**config.mk**
```make
export PLATFORM = sky130hd
export DESIGN_NAME = xillybus_stream_hub
export DESIGN_NICKNAME = d
export VERILOG_FILES = /design/src/rtl/xillybus_stream_hub_pkg.sv /design/src/rtl/xillybus_stream_hub_fifo.sv /design/src/rtl/xillybus_stream_hub.sv
export SDC_FILE = /design/constraint.sdc
export NUM_CORES = 1
export LEC_CHECK = 0
export CORE_UTILIZATION = 55
export CTS_BUF_LIST = sky130_fd_sc_hd__clkbuf_2
export DETAILED_ROUTE_END_ITERATION = 8
export PLACE_DENSITY = 0.77
export SLEW_MARGIN = 25
export SYNTH_ARGS = -nofsm -noshare
export SYNTH_HDL_FRONTEND = slang
export SYNTH_HIERARCHICAL = 1
export SYNTH_SLANG_ARGS = --single-unit
export TNS_END_PERCENT = 1
```
**constraint.sdc**
```tcl
create_clock -name bus_clk -period 8.8 [get_ports bus_clk]
set_input_delay 1.76 -clock bus_clk [delete_from_list [all_inputs] [get_ports bus_clk]]
set_output_delay 1.76 -clock bus_clk [all_outputs]
set_load 0.01 [all_outputs]
```
**src/rtl/xillybus_stream_hub_pkg.sv**
```systemverilog
// Shared definitions for the Xillybus stream hub.
// Contents:
//   DEF_*        default parameter values for the hub and its FIFOs
//   eof_state_t  state encoding of the read-channel end-of-frame FSM
//   clog2        pointer-width helper usable in constant expressions
package xillybus_hub_pkg;

    localparam int DEF_W     = 32;
    localparam int DEF_N_WR  = 2;
    localparam int DEF_DEPTH = 16;
    localparam int DEF_CNT_W = 16;

    typedef enum logic [1:0] {
        EOF_IDLE  = 2'd0,
        EOF_COUNT = 2'd1,
        EOF_SENT  = 2'd2
    } eof_state_t;

    function automatic int clog2(input int value);
        int r;
        r = 0;
        while ((1 << r) < value) r++;
        return r;
    endfunction

endpackage

```
**src/rtl/xillybus_stream_hub_fifo.sv**
```systemverilog
// stream_fifo: generic synchronous FIFO with first-word-fall-through output.
// Ports:
//   clk, rst     rising-edge clock, asynchronous active-high reset
//   flush        empties the FIFO at the next edge (wins over push/pop)
//   push         write request; ignored while full
//   push_data    word written on an accepted push
//   pop          read request; ignored while empty
//   head         oldest stored word, forced to zero while empty
//   count        number of stored words, 0..DEPTH
module stream_fifo
    import xillybus_hub_pkg::*;
#(
    parameter int W     = DEF_W,
    parameter int DEPTH = DEF_DEPTH
) (
    input  logic                  clk,
    input  logic                  rst,
    input  logic                  flush,
    input  logic                  push,
    input  logic [W-1:0]          push_data,
    input  logic                  pop,
    output logic [W-1:0]          head,
    output logic [clog2(DEPTH):0] count
);

    localparam int AW = clog2(DEPTH);
    localparam logic [AW:0] FULL_CNT = (AW+1)'(DEPTH);

    logic [W-1:0]  mem [DEPTH];
    logic [AW-1:0] wr_ptr;
    logic [AW-1:0] rd_ptr;
    logic          do_push;
    logic          do_pop;

    assign do_push = push && (count != FULL_CNT);
    assign do_pop  = pop && (count != '0);

    // Storage carries no reset; head is masked while empty instead.
    always_ff @(posedge clk) begin
        if (do_push) mem[wr_ptr] <= push_data;
    end

    // DEPTH is a power of two, so pointers wrap by plain overflow.
    always_ff @(posedge clk or posedge rst) begin
        if (rst) begin
            wr_ptr <= '0;
            rd_ptr <= '0;
            count  <= '0;
        end else if (flush) begin
            wr_ptr <= '0;
            rd_ptr <= '0;
            count  <= '0;
        end else begin
            if (do_push) wr_ptr <= wr_ptr + 1'b1;
            if (do_pop)  rd_ptr <= rd_ptr + 1'b1;
            case ({do_push, do_pop})
                2'b10:   count <= count + 1'b1;
                2'b01:   count <= count - 1'b1;
                default: count <= count;
            endcase
        end
    end

    assign head = (count == '0) ? '0 : mem[rd_ptr];

endmodule

```
**src/rtl/xillybus_stream_hub.sv**
```systemverilog
// xillybus_stream_hub: buffering hub between Xillybus FIFO ports and the core.
// Ports:
//   bus_clk, bus_rst        clock, asynchronous active-high reset
//   wr_wren/wr_data/wr_open host write channels (N_WR of them), wr_full back-pressure
//   m_valid/m_data/m_ready  core-side drain of each write channel (FWFT)
//   s_valid/s_data/s_ready  core results into the read FIFO
//   rd_rden/rd_data/rd_empty host read channel, rd_data registered
//   rd_eof/rd_open          end-of-frame flag and read file open
//   cfg_frame_len           words per read frame, 0 disables EOF
//   status_ovf              sticky per-channel drop flags
//   dbg_eof_state           current state of the EOF FSM
//
// Handshake: on m_* and s_* a word moves on every rising edge where valid and
// ready are both high; valid never waits for ready, and a producer keeps its
// word stable until it is taken. wr_wren/rd_rden are Xillybus strobes and act
// only when the FIFO can accept or supply a word.
module xillybus_stream_hub
    import xillybus_hub_pkg::*;
#(
    parameter int W     = DEF_W,
    parameter int N_WR  = DEF_N_WR,
    parameter int DEPTH = DEF_DEPTH,
    parameter int CNT_W = DEF_CNT_W
) (
    input  logic              bus_clk,
    input  logic              bus_rst,
    input  logic [N_WR-1:0]   wr_wren,
    input  logic [N_WR*W-1:0] wr_data,
    input  logic [N_WR-1:0]   wr_open,
    output logic [N_WR-1:0]   wr_full,
    output logic [N_WR-1:0]   m_valid,
    output logic [N_WR*W-1:0] m_data,
    input  logic [N_WR-1:0]   m_ready,
    input  logic              s_valid,
    input  logic [W-1:0]      s_data,
    output logic              s_ready,
    input  logic              rd_rden,
    output logic [W-1:0]      rd_data,
    output logic              rd_empty,
    output logic              rd_eof,
    input  logic              rd_open,
    input  logic [CNT_W-1:0]  cfg_frame_len,
    output logic [N_WR-1:0]   status_ovf,
    output eof_state_t        dbg_eof_state
);

    localparam int AW = clog2(DEPTH);
    localparam logic [AW:0] FULL_CNT = (AW+1)'(DEPTH);

    logic [AW:0]      wr_count [N_WR];
    logic [N_WR-1:0]  wr_open_q;
    logic [AW:0]      rd_count;
    logic [W-1:0]     rd_head;
    logic             rd_pop;
    logic [CNT_W-1:0] sent_cnt;
    eof_state_t       eof_state;

    // Write channels: a closed channel is held flushed.
    for (genvar i = 0; i < N_WR; i++) begin : g_wr
        stream_fifo #(.W(W), .DEPTH(DEPTH)) u_fifo (
            .clk       (bus_clk),
            .rst       (bus_rst),
            .flush     (!wr_open[i]),
            .push      (wr_wren[i] && wr_open[i]),
            .push_data (wr_data[i*W +: W]),
            .pop       (m_ready[i]),
            .head      (m_data[i*W +: W]),
            .count     (wr_count[i])
        );
        assign wr_full[i] = (wr_count[i] == FULL_CNT);
        assign m_valid[i] = (wr_count[i] != '0);
    end

    // Drops set the flag; a reopen clears it. A drop cannot coincide with a
    // reopen because the channel is empty after being closed.
    always_ff @(posedge bus_clk or posedge bus_rst) begin
        if (bus_rst) begin
            wr_open_q  <= '0;
            status_ovf <= '0;
        end else begin
            wr_open_q  <= wr_open;
            status_ovf <= (status_ovf & ~(wr_open & ~wr_open_q))
                        | (wr_wren & (~wr_open | wr_full));
        end
    end

    // Read path. s_ready is masked during reset so the core sees no credit.
    assign s_ready  = rd_open && !bus_rst && (rd_count != FULL_CNT);
    assign rd_empty = (rd_count == '0);
    assign rd_pop   = rd_rden && rd_open && !rd_empty;

    stream_fifo #(.W(W), .DEPTH(DEPTH)) u_rd_fifo (
        .clk       (bus_clk),
        .rst       (bus_rst),
        .flush     (!rd_open),
        .push      (s_valid && s_ready),
        .push_data (s_data),
        .pop       (rd_pop),
        .head      (rd_head),
        .count     (rd_count)
    );

    always_ff @(posedge bus_clk or posedge bus_rst) begin
        if (bus_rst)     rd_data <= '0;
        else if (rd_pop) rd_data <= rd_head;
    end

    // EOF FSM: counts words handed to the host; EOF latches once the whole
    // frame has been read and nothing is left buffered, until the file closes.
    always_ff @(posedge bus_clk or posedge bus_rst) begin
        if (bus_rst) begin
            eof_state <= EOF_IDLE;
            sent_cnt  <= '0;
            rd_eof    <= 1'b0;
        end else if (!rd_open) begin
            eof_state <= EOF_IDLE;
            sent_cnt  <= '0;
            rd_eof    <= 1'b0;
        end else begin
            if (rd_pop) sent_cnt <= sent_cnt + 1'b1;
            case (eof_state)
                EOF_IDLE: eof_state <= EOF_COUNT;
                EOF_COUNT: begin
                    if ((cfg_frame_len != '0) && (sent_cnt == cfg_frame_len) && rd_empty) begin
                        eof_state <= EOF_SENT;
                        rd_eof    <= 1'b1;
                    end
                end
                EOF_SENT: rd_eof <= 1'b1;
                default:  eof_state <= EOF_IDLE;
            endcase
        end
    end

    assign dbg_eof_state = eof_state;

endmodule
```
* Word-level counts from Yosys, hierarchy flattened
Memories as Yosys holds them, arrays and structs flattened. A register that Yosys moved wholly into a read port is not among the register bits.
Index checks and enable logic that the tools add are counted.
** Operators by class
- Add/subtract/negate cells :: 13
- Equal/unequal tests :: 27
- Multiplexer cells :: 34
- Bitwise gates (word level) :: 8
- Reductions and logical operators :: 27
** Operator list (number)
- $mux W32 :: 2
- $mux W4 :: 12
- $mux W16 :: 2
- $pmux W5 S2 :: 3
- $add A4 B1 Y4 const B :: 6
- $add A16 B1 Y16 const B :: 1
- $eq A16 B16 Y1 :: 1
- $reduce_bool A16 Y1 :: 1
- $add A5 B1 Y5 const B :: 3
- $logic_and A1 B1 Y1 :: 15
- $logic_not A5 Y1 :: 3
- $mux W5 :: 3
- $ne A5 B5 Y1 const B :: 3
- $reduce_bool A5 Y1 :: 3
- $sub A5 B1 Y5 const B :: 3
- $ne A2 B1 Y1 const B :: 7
- $ne A3 B1 Y1 const B :: 4
- $eq A5 B5 Y1 const B :: 2
- $eq A2 B1 Y1 const B :: 4
- $eq A2 B2 Y1 const B :: 4
- $mux W1 :: 8
- $and A2 B2 Y2 :: 3
- $not A2 Y2 :: 3
- $pmux W2 S3 :: 1
- other kinds (8) :: 12
** Word-level totals
- Flip-flop bits (word level) :: 62
- Bits in writable memories :: 1536
- Input port bits :: 123
- Memories kept :: 3
** Memories
- g_wr[0].u_fifo.mem :: words 16, width 32, rd ports 1, clocked after memory_dff 0, write ports 1, RTL line xillybus_stream_hub_fifo.sv:29 : logic [W-1:0] mem [DEPTH];
- g_wr[1].u_fifo.mem :: words 16, width 32, rd ports 1, clocked after memory_dff 0, write ports 1, RTL line xillybus_stream_hub_fifo.sv:29
- u_rd_fifo.mem :: words 16, width 32, rd ports 1, clocked after memory_dff 1, write ports 1, RTL line xillybus_stream_hub_fifo.sv:29

* Longest topological paths before layout
- Depth in word-level cells :: 8
- Mapped depth :: 15
- Depth with buffers taken out :: 13

* Hierarchy
The synthesis kept the hierarchy.
** By module, submodules not included
- stream_fifo :: instances 3, cells each 901, area an instance 20357.0 um2
- xillybus_stream_hub :: instances 1, cells each 210, area an instance 2582.5 um2

* Worst setup path before layout
No wires, ideal clock.
- Path type :: input port to flip-flop
- Start :: input rd_open
- End :: memory u_rd_fifo/mem[7][0] (netlist bit), enable pin
- Setup time :: 0.468 ns
- Arrival :: 5.520 ns
- Setup slack :: 2.812 ns
- Stages on the path :: 6
- Path buffers :: 0
- Cells stage by stage :: clkinv_1 -> a211oi_1 -> and2_1 -> a21boi_1 -> nand2_1 -> nor3b_1
** Between the ends
- Cells in the longest elaborated chain, start to end :: 6
** RTL lines
- from (decl) :: RTL line xillybus_stream_hub.sv:41 : input logic rd_open,
- $logic_and A1 B1 Y1 (2 in series) :: RTL line xillybus_stream_hub.sv:88 : assign s_ready = rd_open && !bus_rst && (rd_count != FULL_CNT);
- named net s_ready :: RTL line xillybus_stream_hub.sv:36 : output logic s_ready,
- $logic_and A1 B1 Y1 :: RTL line xillybus_stream_hub.sv:96 : .push (s_valid && s_ready),
- $logic_and A1 B1 Y1 :: RTL line xillybus_stream_hub_fifo.sv:35 : assign do_push = push && (count != FULL_CNT);
- $mux W1 :: RTL line xillybus_stream_hub_fifo.sv:40 : if (do_push) mem[wr_ptr] <= push_data;
- $mux W1 (not written as such) :: RTL line xillybus_stream_hub_fifo.sv:40
- to (decl) :: RTL line xillybus_stream_hub_fifo.sv:29
The timed path passes the listed nets, and every way through them passes these cells.

* Worst setup path after layout
- Start :: register g_wr[1].u_fifo.rd_ptr[1]
- End :: output m_data[57]
** Between the ends
- Cells in the longest elaborated chain, start to end :: 2
** RTL lines
- from (decl) :: RTL line xillybus_stream_hub_fifo.sv:31 : logic [AW-1:0] rd_ptr;
- from (signal assigned) :: RTL line xillybus_stream_hub_fifo.sv:55 : if (do_pop) rd_ptr <= rd_ptr + 1'b1;
- $mem_v2 Z16 W32
- $mux W32 :: RTL line xillybus_stream_hub_fifo.sv:64 : assign head = (count == '0) ? '0 : mem[rd_ptr];
- to (decl) :: RTL line xillybus_stream_hub.sv:32 : output logic [N_WR*W-1:0] m_data,
Every way passes these cells.

==> run_results.csv <==
group,metric,value,unit
run_status,status,"finished with violations",
run_status,violations,"DRC",
critical_path,crit_fanout,68,
global_routing,grt_antenna_before_repair,10,
place,io_buffers,229,
detailed_routing,wirelength,132000,microns
power,vdd_drop_max,156,uV
yosys,syn_avg_cell_area,21.9,sq um
global_routing,top_usage_layer,"met2",
floorplan,die_w,342,microns
final_layout,drive_above_1_share,31.0,%
place,pre_cts_slack,2.61,ns
sta,setup_viol,0,
detailed_routing,drc,48,
worst_hold_path,hp-class,"flip-flop to flip-flop",
final_layout,nets,3563,
sta,finalMaxSlewViolations,0,
clock_tree,clkSlewWorstSetupHoldPaths,0.09,ns
yosys,synth_area_leaders,"edfxtp_1 (72%), mux4_2 (14%), dfrtp_1 (3.7%), mux2i_1 (3.2%), o22ai_1 (0.94%)",
clock_tree,tritoncts_num_sinks,1630,
floorplan,core_area,115000,sq um
global_routing,grt_pass1_wl,198000,microns
global_routing,grt_use_total,22.8,%
clock_tree,clock_path_buffers,4,
worst_hold_path,min_to,"status_ovf[0]$_DFF_PP0_",
sta,hold_violations,0,
floorplan,start_util,55.6,%
floorplan,die_area,117000,sq um
sta,worst_pin_slew,1.07,ns
floorplan,num_rows,124,
yosys,ys_seq_area_share,76.2,%
critical_path,rr_endpoint,"u_rd_fifo/count[4]$_DFFE_PP0P_",
critical_path,arrival,5.05,ns
yosys,ys.flop_type,"edfxtp_1",
critical_path,worst_setup_path_end_kind,"output port",
sta,min_period,6.81,ns
yosys,synthesis.area,63700,sq um
clock_tree,cts_setup_buffers,0,
yosys,ys_types,60,
clock_tree,clockRootBuffer,"clkbuf_2",
worst_hold_path,holdPathStages,1,
power,leakagePower,22.6,nW
clock_tree,hold_buffers,0,
clock_tree,cts_resized,0,
critical_path,ff2ff_setup_slack,4.39,ns
detailed_routing,ant_nets,0,
sta,fin_tns_setup,0,ns
yosys,async_flop_share,5.77,%
sta,worst_slack,1.99,ns
final_layout,fill_cells,7782,
final_layout,final_cell_mix,"edfxtp_1 (1536), clkbuf_2 (569), mux4_2 (384)",
sta,fmax,147,MHz
critical_path,start_kind,"flip-flop",
critical_path,reg2reg_depth,13,
clock_tree,clock_latency,1.63,ns
sta,slew_headroom,28.7,%
sta,skew,0.217,ns
detailed_routing,vias,31500,
detailed_routing,via_per_inst,6.03,
global_routing,grt_pass1_vias,33400,
yosys,yosys_warnings,6,
critical_path,worstReg2RegStart,"u_rd_fifo/count[1]$_DFFE_PP0P_",
place,gp_congestion,0.804,
power,powerDensity,228,nW/um^2
global_routing,overflow,0,
yosys,synthDominantCellAreaShare,72.5,%
worst_hold_path,hp-start,"wr_open_q[0]$_DFF_PP0_",
detailed_routing,wl_per_cell,25.3,microns
yosys,synthCells,2913,
global_routing,grt_max_degree,132,
global_routing,grt_use_met3,5.27,%
clock_tree,htree_levels,5,
job,maxCapViolations,0,
yosys,yosys.area.top_type,"edfxtp_1",
sta,rsz0062_at_grt,"false",
yosys,yosys_register_bits,1630,
critical_path,critPathKind,"flip-flop to output port",
global_routing,grtUsageMet2,36.6,%
detailed_routing,first_pass_iters,7,
global_routing,met1_usage,30.8,%
clock_tree,cts_made_buffers,398,
sta,timing.final.crit_share,77.4,%
yosys,synth_edf_count,1536,
yosys,synth_nets,3058,
place,dp_hpwl,71900,microns
critical_path,required,7.04,ns
clock_tree,cts_tree,"yes",
detailed_routing,drt-initial-drc-count,2635,
final_layout,final_common_cell,"edfxtp_1",
floorplan,die_h,342,microns
final_layout,area_growth,11.7,%
power,p_total,16.2,mW
final_layout,fin_util,62.1,%
floorplan,io_pins,230,
cell type report:
| class | count | area (sq um) | area share, % |
|---|---|---|---|
| Timing Repair Buffer | 265 | 2680 | 3.77 |
| Tap cell | 1512 | 1890 | 2.66 |
| Sequential cell | 1630 | 48500 | 68.2 |
| Clock buffer | 569 | 2850 | 4.00 |
| Multi-Input combinational cell | 1101 | 14400 | 20.3 |
| Inverter | 22 | 82.6 | 0.116 |
| Clock inverter | 121 | 662 | 0.931 |
| Antenna cell | 5 | 12.5 | 0.0176 |
power by group:
| group | leakage (nW) | internal [mW] | switching, mW | total, mW |
|---|---|---|---|---|
| combinational | 4.86 | 1.38 | 1.37 | 2.74 |
| sequential | 15.1 | 8.56 | 0.116 | 8.68 |
| clock | 2.69 | 1.91 | 2.86 | 4.77 |
synth_stat cells (26+ instances only):
master and instances:
xnor2_1 26, mux2_2 32, o22ai_1 96, nor2_1 61
clkbuf_1 58, xor2_1 30, mux2i_1 202, nand2_1 26
mux4_2 384, edfxtp_1 1536, dfrtp_1 94, a21oi_1 27
buf_2 51
worst max path at each step:
stage / slack (ns) / end / start
detailed placement: 2.61 / s_ready / rd_open
finish: 1.99 / m_data[57] / g_wr[1].u_fifo/rd_ptr[1]$_DFFE_PP0P_
global placement: 2.71 / s_ready / rd_open
global route: 1.67 / m_data[56] / g_wr[1].u_fifo/rd_ptr[1]$_DFFE_PP0P_
floorplan: 2.81 / u_rd_fifo/mem[7][0]$_DFFE_PP_ / rd_open
CTS: 1.66 / m_data[57] / g_wr[1].u_fifo/rd_ptr[1]$_DFFE_PP0P_
logic make-up after synthesis:
logic type      share of synthesized area, %
compound gates                          1.79
xor+xnor                               0.771
fa+ha+maj                              0.432
buf+inv                                 1.39
flops                                   76.2
mux                                     17.3
simple gates                            2.12
registers in the layout (all words and copies together) (netlist names), 5 cells and up:
signal,count
g_wr.u_fifo/wr_ptr,8
g_wr.u_fifo/mem,1024
g_wr.u_fifo/rd_ptr,8
u_rd_fifo/count,5
sent_cnt,16
u_rd_fifo/mem,512
rd_data,32
g_wr.u_fifo/count,10
critical path, cell delays in order, from the launching register on:
cell and delay, ns:
dfrtp_4 1.04, buf_4 0.88, mux4_2 0.37, mux2i_1 0.08
o22ai_1 0.45, clkdlybuf4s50_1 0.65
per-layer routing:
metal | vias up | wire length, microns
met5 | - | 53
met2 | 1470 | 66500
met1 | 16300 | 52100
met3 | 199 | 10800
li1 | 13500 | -
met4 | 8 | 2730
stage by stage:
step / instance area (sq um) / instances / hold WS [ns]
after floorplan: 63700 / 2913 / 0.455
after global placement: 67400 / 4525 / 0.471
after detailed placement: 67500 / 4527 / 0.485
after CTS: 71000 / 5217 / 0.392
after global routing: 71100 / 5224 / 0.485
final: 71100 / 5225 / 0.511
Note: power is estimated with default switching activity, not from simulation.
